[src/rtl/param_fifo_ctl.sv]
// Single-clock parametrised FIFO controller with show-ahead/registered read,
// runtime almost-full/almost-empty thresholds, synchronous flush and sticky error flags.
module param_fifo_ctl #(
    parameter int WIDTH_DATA = 8,
    parameter int NUMWORDS   = 16,
    parameter int SHOWAHEAD  = 0,
    parameter int _WIDTH_UW  = $clog2(NUMWORDS + 1)
) (
    input  logic                  clk,
    input  logic                  rst_n,
    input  logic                  flush,
    input  logic                  wr_en,
    input  logic [WIDTH_DATA-1:0] wr_data,
    input  logic                  rd_en,
    output logic [WIDTH_DATA-1:0] rd_data,
    input  logic [_WIDTH_UW-1:0]  af_thresh,
    input  logic [_WIDTH_UW-1:0]  ae_thresh,
    input  logic                  err_clr,
    output logic                  full,
    output logic                  empty,
    output logic                  almost_full,
    output logic                  almost_empty,
    output logic                  overflow,
    output logic                  underflow,
    output logic [_WIDTH_UW-1:0]  usedw
);
    localparam int                   AW    = $clog2(NUMWORDS);
    localparam logic [AW-1:0]        LAST  = AW'(NUMWORDS - 1);
    localparam logic [_WIDTH_UW-1:0] DEPTH = _WIDTH_UW'(NUMWORDS);

    logic [WIDTH_DATA-1:0] mem [NUMWORDS];
    logic [AW-1:0]         wr_addr;
    logic [AW-1:0]         rd_addr;
    logic                  wr_acc;
    logic                  rd_acc;

    assign full         = (usedw == DEPTH);
    assign empty        = (usedw == '0);
    assign almost_full  = (usedw >= af_thresh);
    assign almost_empty = (usedw <= ae_thresh);

    // Flush swallows the same-cycle requests entirely, so it also masks the error sets.
    assign wr_acc = wr_en && !full && !flush;
    assign rd_acc = rd_en && !empty && !flush;

    always_ff @(posedge clk) begin
        if (!rst_n) begin
            wr_addr   <= '0;
            rd_addr   <= '0;
            usedw     <= '0;
            overflow  <= 1'b0;
            underflow <= 1'b0;
        end else begin
            if (flush) begin
                wr_addr <= '0;
                rd_addr <= '0;
                usedw   <= '0;
            end else begin
                // Explicit wrap keeps non-power-of-2 depths inside the array.
                if (wr_acc)
                    wr_addr <= (wr_addr == LAST) ? '0 : wr_addr + AW'(1);
                if (rd_acc)
                    rd_addr <= (rd_addr == LAST) ? '0 : rd_addr + AW'(1);
                if (wr_acc && !rd_acc)
                    usedw <= usedw + _WIDTH_UW'(1);
                else if (rd_acc && !wr_acc)
                    usedw <= usedw - _WIDTH_UW'(1);
            end
            if (wr_en && full && !flush)
                overflow <= 1'b1;
            else if (err_clr)
                overflow <= 1'b0;
            if (rd_en && empty && !flush)
                underflow <= 1'b1;
            else if (err_clr)
                underflow <= 1'b0;
        end
    end

    always_ff @(posedge clk) begin
        if (wr_acc)
            mem[wr_addr] <= wr_data;
    end

    generate
        if (SHOWAHEAD != 0) begin : g_showahead
            assign rd_data = empty ? '0 : mem[rd_addr];
        end else begin : g_registered
            always_ff @(posedge clk) begin
                if (!rst_n)
                    rd_data <= '0;
                else if (rd_acc)
                    rd_data <= mem[rd_addr];
            end
        end
    endgenerate

endmodule

[config.mk]
export PLATFORM = sky130hd
export DESIGN_NAME = param_fifo_ctl
export DESIGN_NICKNAME = d
export VERILOG_FILES = /design/src/rtl/param_fifo_ctl.sv
export SDC_FILE = /design/constraint.sdc
export NUM_CORES = 1
export LEC_CHECK = 0
export CAP_MARGIN = 10
export CORE_AREA = 2 2 126 177
export CTS_BUF_LIST = sky130_fd_sc_hd__clkbuf_16
export CTS_CLUSTER_SIZE = 20
export DETAILED_ROUTE_END_ITERATION = 10
export DIE_AREA = 0 0 128 179
export DONT_BUFFER_PORTS = 1
export GPL_TIMING_DRIVEN = 1
export PLACE_DENSITY = 0.43
export SLEW_MARGIN = 15
export SYNTH_ARGS = -nofsm -noshare
export SYNTH_HDL_FRONTEND = slang
export SYNTH_SLANG_ARGS = --single-unit
[constraint.sdc]
create_clock -name clk -period 5.8 [get_ports clk]
set_clock_uncertainty 0.15 [all_clocks]
set_input_delay 1.45 -clock clk [delete_from_list [all_inputs] [get_ports clk]]
set_output_delay 1.45 -clock clk [all_outputs]
set_load 0.1 [all_outputs]
Word-level counts from Yosys, hierarchy flattened
Memories as Yosys holds them, arrays and structs flattened. A register that Yosys moved wholly into a read port is not among the register bits.
Cells that the tools add are included.
{"block": "totals", "regBits": 15, "ram_bits": 128, "in_bits": 24, "output_inout_bits": 19, "wordCells": 46, "mem_count": 1}
{"name": "mem", "depth": 16, "width": 8, "read_ports": 1, "rd_clocked_by_memory_dff": 1, "write_ports": 1, "line": "31", "rtl": "logic [WIDTH_DATA-1:0] mem [NUMWORDS];"}
{"block": "classes", "n_addsub": 4, "order_cmp": 2, "eq_ne": 3, "n_mux": 9, "bitwise_logic": 1, "reduce_logical": 21}
{"operator": "1-bit logical AND", "count": 10}
{"operator": "5-bit 2-to-1 mux", "count": 2}
{"operator": "4-bit by 1-bit adder with 4-bit output (second input constant)", "count": 2}
{"operator": "4-bit == test (second input constant)", "count": 2}
{"operator": "4-bit 2-to-1 mux", "count": 2}
{"operator": "1-bit logical NOT", "count": 6}
{"operator": "2-bit nonzero test", "count": 3}
{"operator": "5-bit by 1-bit adder with 5-bit output (second input constant)", "count": 1}
{"operator": "5-bit == test (second input constant)", "count": 1}
{"operator": "5-bit greater-or-equal comparator", "count": 1}
{"operator": "5-bit <= comparator", "count": 1}
{"operator": "5-bit logical NOT", "count": 1}
{"operator": "1-bit 2-to-1 mux", "count": 5}
{"operator": "5-bit by 1-bit subtractor with 5-bit output (second input constant)", "count": 1}
{"operator": "2-bit OR reduction", "count": 1}
{"operator": "1-bit inverter", "count": 1}

Logic depth before layout (Yosys ltp)
{"block": "logic_depth", "ltp_word": 8, "ltp_mapped": 11, "ltp_nobuf": 11}

Worst setup path after synthesis
OpenSTA, ideal clock, no wires.
{"block": "synth_path", "path_kind": "input to output", "startpoint": "input port ae_thresh[1]", "endpoint": "output port almost_empty", "arrival_time_ns": 3.836, "t_required_ns": 4.200, "path_slack_ns": 0.364, "stages": 7, "path_buffers": 0, "cell_sequence": "inv_1 -> ha_1 -> nor2b_1 -> o21a_1 -> o21a_1 -> o21a_1 -> o22ai_1"}
{"block": "synth_between", "elab_chain_len": 1}
{"item": "from (decl)", "line": "17", "rtl": "input logic [_WIDTH_UW-1:0] ae_thresh,"}
{"item": "5-bit <= comparator", "line": "40", "rtl": "assign almost_empty = (usedw <= ae_thresh);"}
{"item": "to (decl)", "line": "22", "rtl": "output logic almost_empty,"}
Every way passes these cells.

Final worst setup path
Ends and elaborated chain as after synthesis.

==> results.json <==
{
  "required_ns": 4.20,
  "finalMaxSlewViolations": 0,
  "synthMuxAreaShare_pct": 11.7,
  "ys_seq_elements": 151,
  "vias_per_cell": 4.89,
  "synth_top_family_by_area": "multiplexers",
  "grt_pass1_vias": 3529,
  "drtIter0Drc": 170,
  "min_period_ns": 4.43,
  "fillers": 2068,
  "rsz0062_at_grt": "false",
  "fmax_ghz": 0.226,
  "place.gp.congestion": 0.730,
  "final_area_um2": 7280,
  "leakage_nw": 2.35,
  "num_rows": 64,
  "path_max_fanout": 2,
  "grt-ovfl-total": 0,
  "die-area_um2": 22900,
  "worst_slack_ns": 1.37,
  "final.period_utilization_pct": 76.3,
  "ctsHoldBuffers": 0,
  "clockBufferDepth": 2,
  "cts_made_buffers": 17,
  "cts.sinks": 151,
  "ios": 43,
  "core-area_um2": 21500,
  "worstSetupPathType": "in -> out",
  "yosys.area_share.simple_pct": 5.26,
  "fin_setup_tns_ns": 0,
  "multi_input_comb_area_um2": 1800,
  "fp.dieH_um": 179,
  "vias": 3350,
  "dr.pass1.iters": 4,
  "yosys-top-cells-area": "edfxtp_1 (61%), mux4_2 (8.6%), dfxtp_1 (7.3%), ha_1 (4.0%), mux2i_1 (2.9%)",
  "synth_warnings": 0,
  "status": "completed",
  "syn_inst": 394,
  "initial_core_util_pct": 29.3,
  "antenna_left": 0,
  "finalSetupViolations": 0,
  "routed_wl_um": 14400,
  "syn_area_um2": 6280,
  "io_buffers": 0,
  "antenna_found_initial": 0,
  "path_clk_slew_ns": 0.06,
  "regArea_um2": 4310,
  "grt_use_total_pct": 13.5,
  "drc": 0,
  "end_kind": "primary output",
  "arrival_ns": 2.83,
  "ys_top_cells_by_count": "edfxtp_1 (128), nor2_1 (31), mux4_2 (24), dfxtp_1 (23), ha_1 (20)",
  "htreeDepth": 4,
  "synth_edf_count": 128,
  "start_kind": "input pin",
  "synth_area_per_cell_um2": 15.9,
  "hp-class": "reg -> reg",
  "ctsResizeCount": 0,
  "hold_slack_ns": 0.510,
  "synth_ff_type": "edfxtp_1",
  "clkLatencyLatePin_ns": 0.42,
  "wl_per_cell_um": 21.1,
  "cts_tree": "yes",
  "post_cts_buffers": 0,
  "fin_nets": 453,
  "cap_viol_max_count": 0,
  "ir_drop_mv": 0.204,
  "syn_nets": 439,
  "yosysSeqAreaShare_pct": 68.6,
  "synth_xor_area_share_pct": 0.697,
  "dieWidth_um": 128,
  "pre_cts_slack_ns": 1.36,
  "hold_viol_final": 0,
  "synth_most_common_cell": "edfxtp_1",
  "hpwl_um": 9300,
  "antenna_cells": 0,
  "synthDistinctLibCells": 36,
  "drive_above_1_share_pct": 17.6,
  "synth_top_area_cell": "edfxtp_1",
  "grt_max_degree": 32,
  "async_flop_share_pct": 0,
  "synth_fa_ha_area_share_pct": 4.30,
  "powerDensity_nw_per_um2": 357,
  "placed_area_um2": 6620,
  "cts_root_buf": "clkbuf_16",
  "synth_top_area_share_pct": 61.2,
  "tightest_slew_ns": 1.07,
  "relSlewSlack_pct": 28.7,
  "area_growth_pct": 16.0,
  "grt_pass1_wl_um": 21700,
  "synth_compound_area_share_pct": 6.60
}
-- layer usage --
metal | vias up | share of wire (%) | GRT usage, %
met5 | - | 0 | 0
met4 | 0 | 3.9 | 7.28
met3 | 24 | 3.8 | 3.28
met2 | 78 | 52 | 23.4
met1 | 1693 | 40 | 15.3
li1 | 1555 | - | -
-- placed cells by master, fill, tap and decap left out, types with 2 or more instances in the layout --
cell type / netlist / final
edfxtp_1: 128 / 128
nor2b_1: 5 / 5
clkinv_1: 0 / 3
and2_1: 2 / 2
mux2i_1: 18 / 18
nand3_1: 2 / 2
ha_1: 20 / 20
bufinv_16: 0 / 6
o21ai_0: 11 / 11
dfxtp_1: 23 / 22
xor2_1: 4 / 4
a41oi_1: 2 / 2
clkinvlp_4: 0 / 3
inv_1: 19 / 19
nor2_1: 31 / 31
nand2b_1: 6 / 6
a22oi_1: 8 / 8
mux4_2: 24 / 24
buf_4: 2 / 15
a21oi_1: 11 / 10
nor3_1: 6 / 6
a31oi_1: 18 / 18
clkinv_2: 0 / 2
nand2_1: 12 / 12
clkbuf_16: 0 / 17
o21a_1: 4 / 4
o22ai_1: 11 / 10
-- critical path, cell delays in order --
cell and delay, ns:
inv_1 0.02, ha_1 0.29, nor2b_1 0.14, o21a_1 0.16, o21a_1 0.17, o21a_1 0.18
o22ai_2 0.11, buf_4 0.31
-- worst paths after layout --
check	from	end	slack, ns	cells after the start
worst max-delay path	ae_thresh[1]	almost_empty	1.37	8
worst min-delay path	wr_addr[0]$_SDFFE_PP0P_	wr_addr[3]$_SDFFE_PP0P_	0.51	2
worst max register to register	usedw[1]$_SDFFE_PP0P_	usedw[4]$_SDFFE_PP0P_	2.19	11
worst min register to register	wr_addr[0]$_SDFFE_PP0P_	wr_addr[3]$_SDFFE_PP0P_	0.51	2
-- logic make-up after synthesis --
kind of cell    Yosys count
compound gates           67
xor+xnor                  5
fa+ha+maj                21
buf+inv                  39
flops                   151
mux                      43
simple gates             68
-- where the power goes --
part / leakage [nW] / total (mW) / internal, mW / switching [mW]
clock: 0.311 / 1.23 / 0.800 / 0.428
combinational: 0.702 / 0.139 / 0.0443 / 0.0946
sequential: 1.34 / 1.23 / 1.19 / 0.0447
-- flip-flops by register name (all words and copies together) (netlist names) --
name,cells
overflow,1
wr_addr,4
rd_addr,4
rd_data,8
underflow,1
usedw,5
mem,128
-- layout make-up --
type | instances | share of cell area (%)
inverter | 19 | 0.979
tap | 264 | 4.54
sequential | 151 | 59.1
timing repair buffer | 15 | 1.55
multi-input combinational | 204 | 24.8
clock buffer | 17 | 5.84
clock inverter | 15 | 3.20
-- per-stage QoR --
| stage | cells | utilization, % | power (mW) |
|---|---|---|---|
| after global routing | 685 | 33.9 | 2.69 |
| final | 685 | 33.9 | 2.60 |
| after global placement | 653 | 30.9 | 1.39 |
| after detailed placement | 653 | 30.9 | 1.40 |
| after floorplan | 394 | - | 1.37 |
| after CTS | 685 | 33.9 | 2.63 |
No activity file was read; power rests on OpenSTA's default activity.
